## src/rtl/diferential_pkg.sv

```systemverilog
// Shared defaults and FSM encoding for the mux-cell array configuration loader.
package diferential_pkg;

   localparam int ROWS_DEF   = 6;
   localparam int COLS_DEF   = 6;
   localparam int BITS_DEF   = 4;
   localparam int NCELLS_DEF = ROWS_DEF * COLS_DEF;

   typedef enum logic [2:0] {
      IDLE   = 3'd0,
      LOAD   = 3'd1,
      CHECK  = 3'd2,
      COMMIT = 3'd3,
      RUN    = 3'd4,
      ERROR  = 3'd5
   } state_t;

endpackage

```

## src/rtl/diferential_cfg_loader.sv

```systemverilog
// Framed nibble loader: streams per-cell config into the shift chain, verifies the
// trailing XOR checksum, then pulses commit and enables the array.
module diferential_cfg_loader
   import diferential_pkg::*;
#(
   parameter int ROWS = ROWS_DEF,
   parameter int COLS = COLS_DEF,
   parameter int BITS = BITS_DEF
) (
   input  logic            clk,
   input  logic            reset,
   input  logic            start,
   input  logic [BITS-1:0] nib_in,
   input  logic            nib_valid,
   output logic            nib_ready,
   output logic            cfg_shift,
   output logic [BITS-1:0] cfg_data,
   output logic            cfg_commit,
   output logic            run_en,
   output logic            busy,
   output logic            done,
   output logic            err
);

   localparam int NCELLS = ROWS * COLS;
   localparam int CW     = $clog2(NCELLS + 1);

   state_t          state, state_nx;
   logic [CW-1:0]   cnt, cnt_nx;
   logic [BITS-1:0] csum, csum_nx;
   logic            accept;

   logic            nib_ready_nx, cfg_shift_nx, cfg_commit_nx;
   logic            run_en_nx, busy_nx, done_nx, err_nx;
   logic [BITS-1:0] cfg_data_nx;

   always_comb begin
      state_nx = state;
      cnt_nx   = cnt;
      csum_nx  = csum;
      accept   = nib_valid && nib_ready && !start;

      // start re-syncs from every state except COMMIT, which always completes.
      if (start && (state != COMMIT)) begin
         state_nx = LOAD;
         cnt_nx   = '0;
         csum_nx  = '0;
      end else begin
         case (state)
            IDLE, RUN, ERROR: ;
            LOAD: begin
               if (accept) begin
                  cnt_nx  = cnt + CW'(1);
                  csum_nx = csum ^ nib_in;
                  if (cnt_nx == CW'(NCELLS)) begin
                     state_nx = CHECK;
                  end
               end
            end
            CHECK: begin
               if (accept) begin
                  state_nx = (nib_in == csum) ? COMMIT : ERROR;
               end
            end
            COMMIT:  state_nx = RUN;
            default: state_nx = IDLE;
         endcase
      end

      nib_ready_nx  = (state_nx == LOAD) || (state_nx == CHECK);
      cfg_shift_nx  = (state == LOAD) && accept;
      cfg_data_nx   = cfg_shift_nx ? nib_in : cfg_data;
      cfg_commit_nx = (state == COMMIT);
      // run_en trails RUN entry by one cycle so it follows the commit pulse.
      run_en_nx     = (state == RUN) && (state_nx == RUN);
      busy_nx       = (state_nx == LOAD) || (state_nx == CHECK) || (state_nx == COMMIT);
      done_nx       = (state_nx == RUN);
      err_nx        = (state_nx == ERROR);
   end

   always_ff @(posedge clk) begin
      if (reset) begin
         state      <= IDLE;
         cnt        <= '0;
         csum       <= '0;
         nib_ready  <= 1'b0;
         cfg_shift  <= 1'b0;
         cfg_data   <= '0;
         cfg_commit <= 1'b0;
         run_en     <= 1'b0;
         busy       <= 1'b0;
         done       <= 1'b0;
         err        <= 1'b0;
      end else begin
         state      <= state_nx;
         cnt        <= cnt_nx;
         csum       <= csum_nx;
         nib_ready  <= nib_ready_nx;
         cfg_shift  <= cfg_shift_nx;
         cfg_data   <= cfg_data_nx;
         cfg_commit <= cfg_commit_nx;
         run_en     <= run_en_nx;
         busy       <= busy_nx;
         done       <= done_nx;
         err        <= err_nx;
      end
   end

endmodule

```

## config.mk

```make
export PLATFORM = sky130hd
export DESIGN_NAME = diferential_cfg_loader
export DESIGN_NICKNAME = d
export VERILOG_FILES = /design/src/rtl/diferential_pkg.sv /design/src/rtl/diferential_cfg_loader.sv
export SDC_FILE = /design/constraint.sdc
export NUM_CORES = 1
export LEC_CHECK = 0
export CORE_UTILIZATION = 44
export DETAILED_ROUTE_END_ITERATION = 7
export PLACE_DENSITY = 0.73
export RECOVER_POWER = 50
export SLEW_MARGIN = 20
export SYNTH_ARGS = -nofsm -noshare
export SYNTH_HDL_FRONTEND = slang
export SYNTH_SLANG_ARGS = --single-unit
```

## constraint.sdc

```tcl
create_clock -name clk -period 2.2 [get_ports clk]
set_clock_uncertainty 0.1 [all_clocks]
set_input_delay 0.44 -clock clk [delete_from_list [all_inputs] [get_ports clk]]
set_output_delay 0.44 -clock clk [all_outputs]
set_load 0.01 [all_outputs]
```

==> results of run 1 <==
## area by class of cell
cell class | count | area, sq um | share of cell area (%)
Tap cell | 28 | 35.0 | 2.66
Clock buffer | 3 | 22.5 | 1.71
Multi-Input combinational cell | 79 | 537 | 40.8
Sequential cell | 24 | 480 | 36.5
Clock inverter | 1 | 30.0 | 2.28
Timing Repair Buffer | 23 | 210 | 16.0
## worst max-delay path, delay by kind of cell
kind,cells,cell delay [ns]
AOI/OAI and AO/OA,3,0.98
buffers and inverters,1,0.44
xor gates and xnor gates,1,0.20
## state kept, by name, indices dropped and copies added (netlist names)
name,cells
state,3
busy,1
cfg_commit,1
err,1
cnt,6
run_en,1
csum,4
done,1
cfg_shift,1
cfg_data,4
nib_ready,1
## where the power goes
part           switching [W]  leakage [nW]  internal [W]  total (W)
Sequential        0.00000454         0.194      0.000440   0.000445
Combinational      0.0000363         0.276     0.0000321  0.0000684
Clock               0.000136        0.0279      0.000184   0.000320
Total               0.000176         0.498      0.000657   0.000833
## metal layers
metal / wire length, microns / vias to the layer above / global-route usage [%]
met1: 979 / 387 / 23.0
met5: 0 / - / 0
met2: 982 / 20 / 32.7
met4: 36 / 0 / 9.72
met3: 75 / 4 / 2.73
li1: - / 419 / -
## Yosys cell counts (2+ instances only)
master	instances
a21oi_1	6
nor3_1	2
nand3_1	8
and2_1	2
xor2_1	13
nand2_1	6
nand4_1	2
dfxtp_1	24
nor2_1	16
clkbuf_1	2
## stage by stage
stage                     TNS (ns)  instances  utilization [%]
after CTS                        0        158             59.8
after global routing             0        158             59.4
after global placement           0        154             57.4
final                            0        158             59.4
after detailed placement   -0.0386        154             57.4
after floorplan                  0        107                -
## kinds of logic (layout without fill, tap and decap cells)
| kind of cell | count (synthesis) | in the layout | share of synthesized area [%] |
|---|---|---|---|
| compound gates | 17 | 17 | 14.3 |
| flops | 24 | 24 | 46.2 |
| xor+xnor | 13 | 13 | 10.9 |
| simple gates | 48 | 48 | 25.1 |
| buf+inv | 4 | 27 | 2.28 |
| fa+ha+maj | 1 | 1 | 1.20 |
## worst min path at each step
stage	startpoint	end	slack, ns	depth (start not counted)
finish	cfg_data[3]	cfg_data[3]	0.36	2
global route	cnt[1]	cnt[1]	0.40	2
CTS	cfg_data[3]	cfg_data[3]	0.36	2
detailed placement	cfg_data[3]	cfg_data[3]	0.35	2
global placement	cfg_data[3]	cfg_data[3]	0.34	2
floorplan	cnt[1]	cnt[1]	0.35	2
==> flow_metrics.tcl, run 1 <==
set metrics [dict create \
    status "complete, no violations" \
    critical_path.max_fanout 3 \
    grt_pass1_vias 855 \
    r2r_cells 4 \
    core_sq_um 2210 \
    final_common_cell "dfxtp_1" \
    synth-seq-area-share_pct 46.2 \
    port_buffers 18 \
    synth_top_area_cell "dfxtp_1" \
    routed-via-count 830 \
    grt_pass1_wl_microns 3600 \
    cts_max_level 1 \
    worst_hold_slack_ns 0.362 \
    final_area_sq_um 1320 \
    cp_cell_sequence "clkdlybuf4s50_1 > xor2_1 > o41ai_4 > o21ai_0 > a2111oi_2" \
    slew_viol_final 0 \
    hp-class "reg2reg" \
    max_freq_mhz 515 \
    cts.sinks 24 \
    finalCriticalPeriod_ns 1.94 \
    vias_per_cell 5.25 \
    rows 17 \
    hold_buffers 0 \
    cts_setup_buffers 0 \
    hold_violations 0 \
    syn-instance-count 107 \
    dominantRegCellSynth "dfxtp_1" \
    max_cap_viol_count 0 \
    netlist_area_sq_um 1040 \
    crit_slowest_cell "o41ai_4" \
    first_pass_iters 4 \
    routed_wl_microns 2070 \
    path_class "in2reg" \
    dieArea_sq_um 2560 \
    startpoint "nib_in[3]" \
    yosysWarningCount 0 \
    drtIter0Drc 26 \
    synth_nets 116 \
    clockRootBuffer "clkbuf_4" \
    clockBufferDepth 2 \
    n_fill_cell 211 \
    start_kind "input port" \
    timing.rr.start "csum[3]" \
    nets 140 \
    fp.dieH_microns 50.6 \
    post_dp_cell_area_sq_um 1270 \
    cp.required_ns 2.32 \
    min_period_over_period_pct 88.3 \
    ys_types 36 \
    ant_nets 0 \
    crit_arrival_ns 2.07 \
    clk_latency_ns 0.32 \
    cts_resized 0 \
    gp_congestion 0.866 \
    initial_core_util_pct 47.1 \
    synth-seq-cells 24 \
    grt_usage_pct 19.1 \
    relSlewSlack_pct 66.1 \
    avgSynthCellArea_sq_um 9.73 \
    syn_to_final_growth_pct 26.3 \
    p_per_area_nw_per_um2 634 \
    antenna_found_initial 0 \
    p_leak_nw 0.498 \
    power_w 0.000833 \
    end_kind "register" \
    grt_overflow 0 \
    diodes 0 \
    grt_max_degree 15 \
    cp-endpoint "nib_ready" \
    vdd_drop_max_uv 393 \
    wl_per_cell_microns 13.1 \
    fp.dieW_microns 50.6 \
    pin_count 19 \
    synth-edff-count 0 \
    rsz0062_at_grt "false" \
    synth.area.top_cells "dfxtp_1 46%, xor2_1 11%, nor2_1 5.8%, nand3_1 3.8%, a21oi_1 2.9%" \
    cts_tree "yes" \
    final_cell_mix "24 x dfxtp_1, 16 x nor2_1, 16 x clkdlybuf4s50_1" \
    rrSetupSlack_ns 0.46 \
    path_clk_slew_ns 0.13 \
    r2r-end "nib_ready" \
    place_hpwl_microns 1480 \
    synthArstFlopShare_pct 0 \
    drive_gt1_share_pct 12.3 \
    synth_top_area_share_pct 46.2 \
    cts_made_buffers 3 \
    worst_pin_slew_ns 0.508 \
    dpl_worst_slack_ns -0.0386 \
    slowest_delay_ns 0.46 \
    setup_violations 0 \
    drc 0 \
    fin_ws_ns 0.257 \
]
No activity file was read; power rests on OpenSTA's default activity.
==> run 2, diff against run 1 <==
REMOVE_ABC_BUFFERS = 1   (was not set)
==> run 2 against run 1 <==
  * Worst setup slack gained 0.046 ns
  * Utilization is 0.96 points lower
  * First-iteration DRC count fell by 77%
  * Sequential power about the same
  * Final cell count decreased by 0.63%
  * Clock power is essentially flat
  * Clock-buffer cell count did not move
  * Global-route usage grew 0.87 points
  * Power is 0.10% lower
  * Routed wire length up 3.4%
==> flow_metrics.tcl, run 2 (same netlist as run 1, synthesis figures left out) <==
set metrics [dict create \
    vias_per_cell 5.35 \
    end_kind "register" \
    cts_resized 0 \
    final_common_cell "dfxtp_1" \
    critical_path.max_fanout 8 \
    start_kind "input port" \
    p_per_area_nw_per_um2 643 \
    p_int_w 0.000656 \
    largest_reg_flops 6 \
    grt_pass1_wl_microns 3730 \
    crit_slowest_cell "clkdlybuf4s50_1" \
    seq_area_sq_um 480 \
    switching_share_pct 21.2 \
    p_switching_w 0.000176 \
    finalCriticalPeriod_ns 1.90 \
    clockBufferDepth 2 \
    max_freq_mhz 527 \
    crit_arrival_ns 2.03 \
    cts_made_buffers 3 \
    hp-class "reg2reg" \
    hold_violations 0 \
    grt_pass1_vias 818 \
    multi_input_area_sq_um 523 \
    relSlewSlack_pct 68.8 \
    initial_core_util_pct 47.1 \
    drive_gt1_share_pct 10.1 \
    min_period_over_period_pct 86.2 \
    grt_overflow 0 \
    status "complete, no violations" \
    antenna_found_initial 0 \
    ant_nets 0 \
    routed_wl_microns 2140 \
    dp.cells 153 \
    top_register "cnt" \
    dpl_worst_slack_ns 0.000947 \
    clk_latency_ns 0.32 \
    hold_buffers 0 \
    diodes 0 \
    dieArea_sq_um 2560 \
    reg.largest.list "cnt x6, cfg_data x4, csum x4" \
    fp.dieH_microns 50.6 \
    vdd_drop_max_uv 368 \
    clockRootBuffer "clkbuf_4" \
    wl_per_cell_microns 13.7 \
    routed-via-count 840 \
    fin_ws_ns 0.303 \
    post_dp_cell_area_sq_um 1260 \
    pin_count 19 \
    slew_viol_final 0 \
    seqPwrFrac_pct 53.5 \
    fin_tns_setup_ns 0 \
    nets 139 \
    core_sq_um 2210 \
    gp_congestion 0.810 \
    final_util_pct 58.5 \
    p_comb_share_pct 7.9 \
    fin_cells 157 \
    grt_usage_pct 20.0 \
    drc 0 \
    first_pass_iters 4 \
    p_leak_nw 0.481 \
    cts_setup_buffers 0 \
    p_clk_share_pct 38.6 \
    grt_max_degree 15 \
    cp_cell_sequence "clkdlybuf4s50_1 > and4bb_1 > nand2_1 > a2bb2oi_1 > a2111oi_2" \
    n_fill_cell 195 \
    max_cap_viol_count 0 \
    cts_max_level 1 \
    fp.dieW_microns 50.6 \
    final_area_sq_um 1290 \
    rows 17 \
    worst_pin_slew_ns 0.468 \
    port_buffers 18 \
    slowest_delay_ns 0.44 \
    syn_to_final_growth_pct 24.3 \
    place_hpwl_microns 1530 \
    path_clk_slew_ns 0.13 \
    cts.sinks 24 \
    cts_tree "yes" \
    final_cell_mix "24 x dfxtp_1, 17 x clkdlybuf4s50_1, 16 x nor2_1" \
    path_class "in2reg" \
    drtIter0Drc 6 \
    rsz0062_at_grt "false" \
    cp.required_ns 2.33 \
    setup_violations 0 \
]
run 2: cell types whose count changed in the layout (fill, tap and decap cells not counted):
| cell | before | now |
|---|---|---|
| dlygate4sd3_1 | 2 | 1 |
| nand2_4 | 1 | 0 |
| buf_4 | 3 | 2 |
| a2bb2oi_1 | 0 | 1 |
| clkdlybuf4s50_1 | 16 | 17 |
| a2bb2oi_2 | 1 | 0 |
| nand2_1 | 6 | 7 |
run 2: power by group through the flow:
stage | sequential, W | combinational [W] | clock (W)
6_report | 0.000445 | 0.0000660 | 0.000321
5_1_grt | 0.000446 | 0.0000718 | 0.000338
4_1_cts | 0.000445 | 0.0000696 | 0.000325
3_5_place_dp | 0.000454 | 0.0000689 | 0
3_3_place_gp | 0.000454 | 0.0000678 | 0
2_1_floorplan | 0.000455 | 0.0000288 | 0
run 2: critical path: cells and delay by family:
kind            cells  cell delay (ns)
compound gates      2             0.62
buf+inv             1             0.44
simple gates        2             0.52
run 2: per-layer routing:
metal  part of all wire, %  track usage (%)
met1                    48             25.2
met2                    47             33.1
met3                   3.1             2.73
met4                   2.3             9.72
met5                     0                0
run 2: layout make-up:
| type | count | area share (%) |
|---|---|---|
| flip-flops and latches | 24 | 37.1 |
| clock inverters | 1 | 2.32 |
| well taps | 28 | 2.71 |
| clock buffers | 3 | 1.74 |
| multi-input cells | 79 | 40.4 |
| repair buffers | 22 | 15.7 |
run 2: per-stage QoR:
| step | power (W) | hold WS [ns] |
|---|---|---|
| 6_report | 0.000832 | 0.366 |
| 5_1_grt | 0.000856 | 0.382 |
| 4_1_cts | 0.000839 | 0.368 |
| 3_5_place_dp | 0.000523 | 0.350 |
| 3_3_place_gp | 0.000522 | 0.341 |
| 2_1_floorplan | 0.000484 | 0.349 |
run 2: path summary, 6_finish.rpt:
check,startpoint,end,slack (ns),cells after the start
setup / recovery,start,nib_ready,0.30,5
hold / removal,cfg_data[1],cfg_data[1],0.37,2
setup reg to reg,state[0],nib_ready,0.37,4
hold reg to reg,cfg_data[1],cfg_data[1],0.37,2
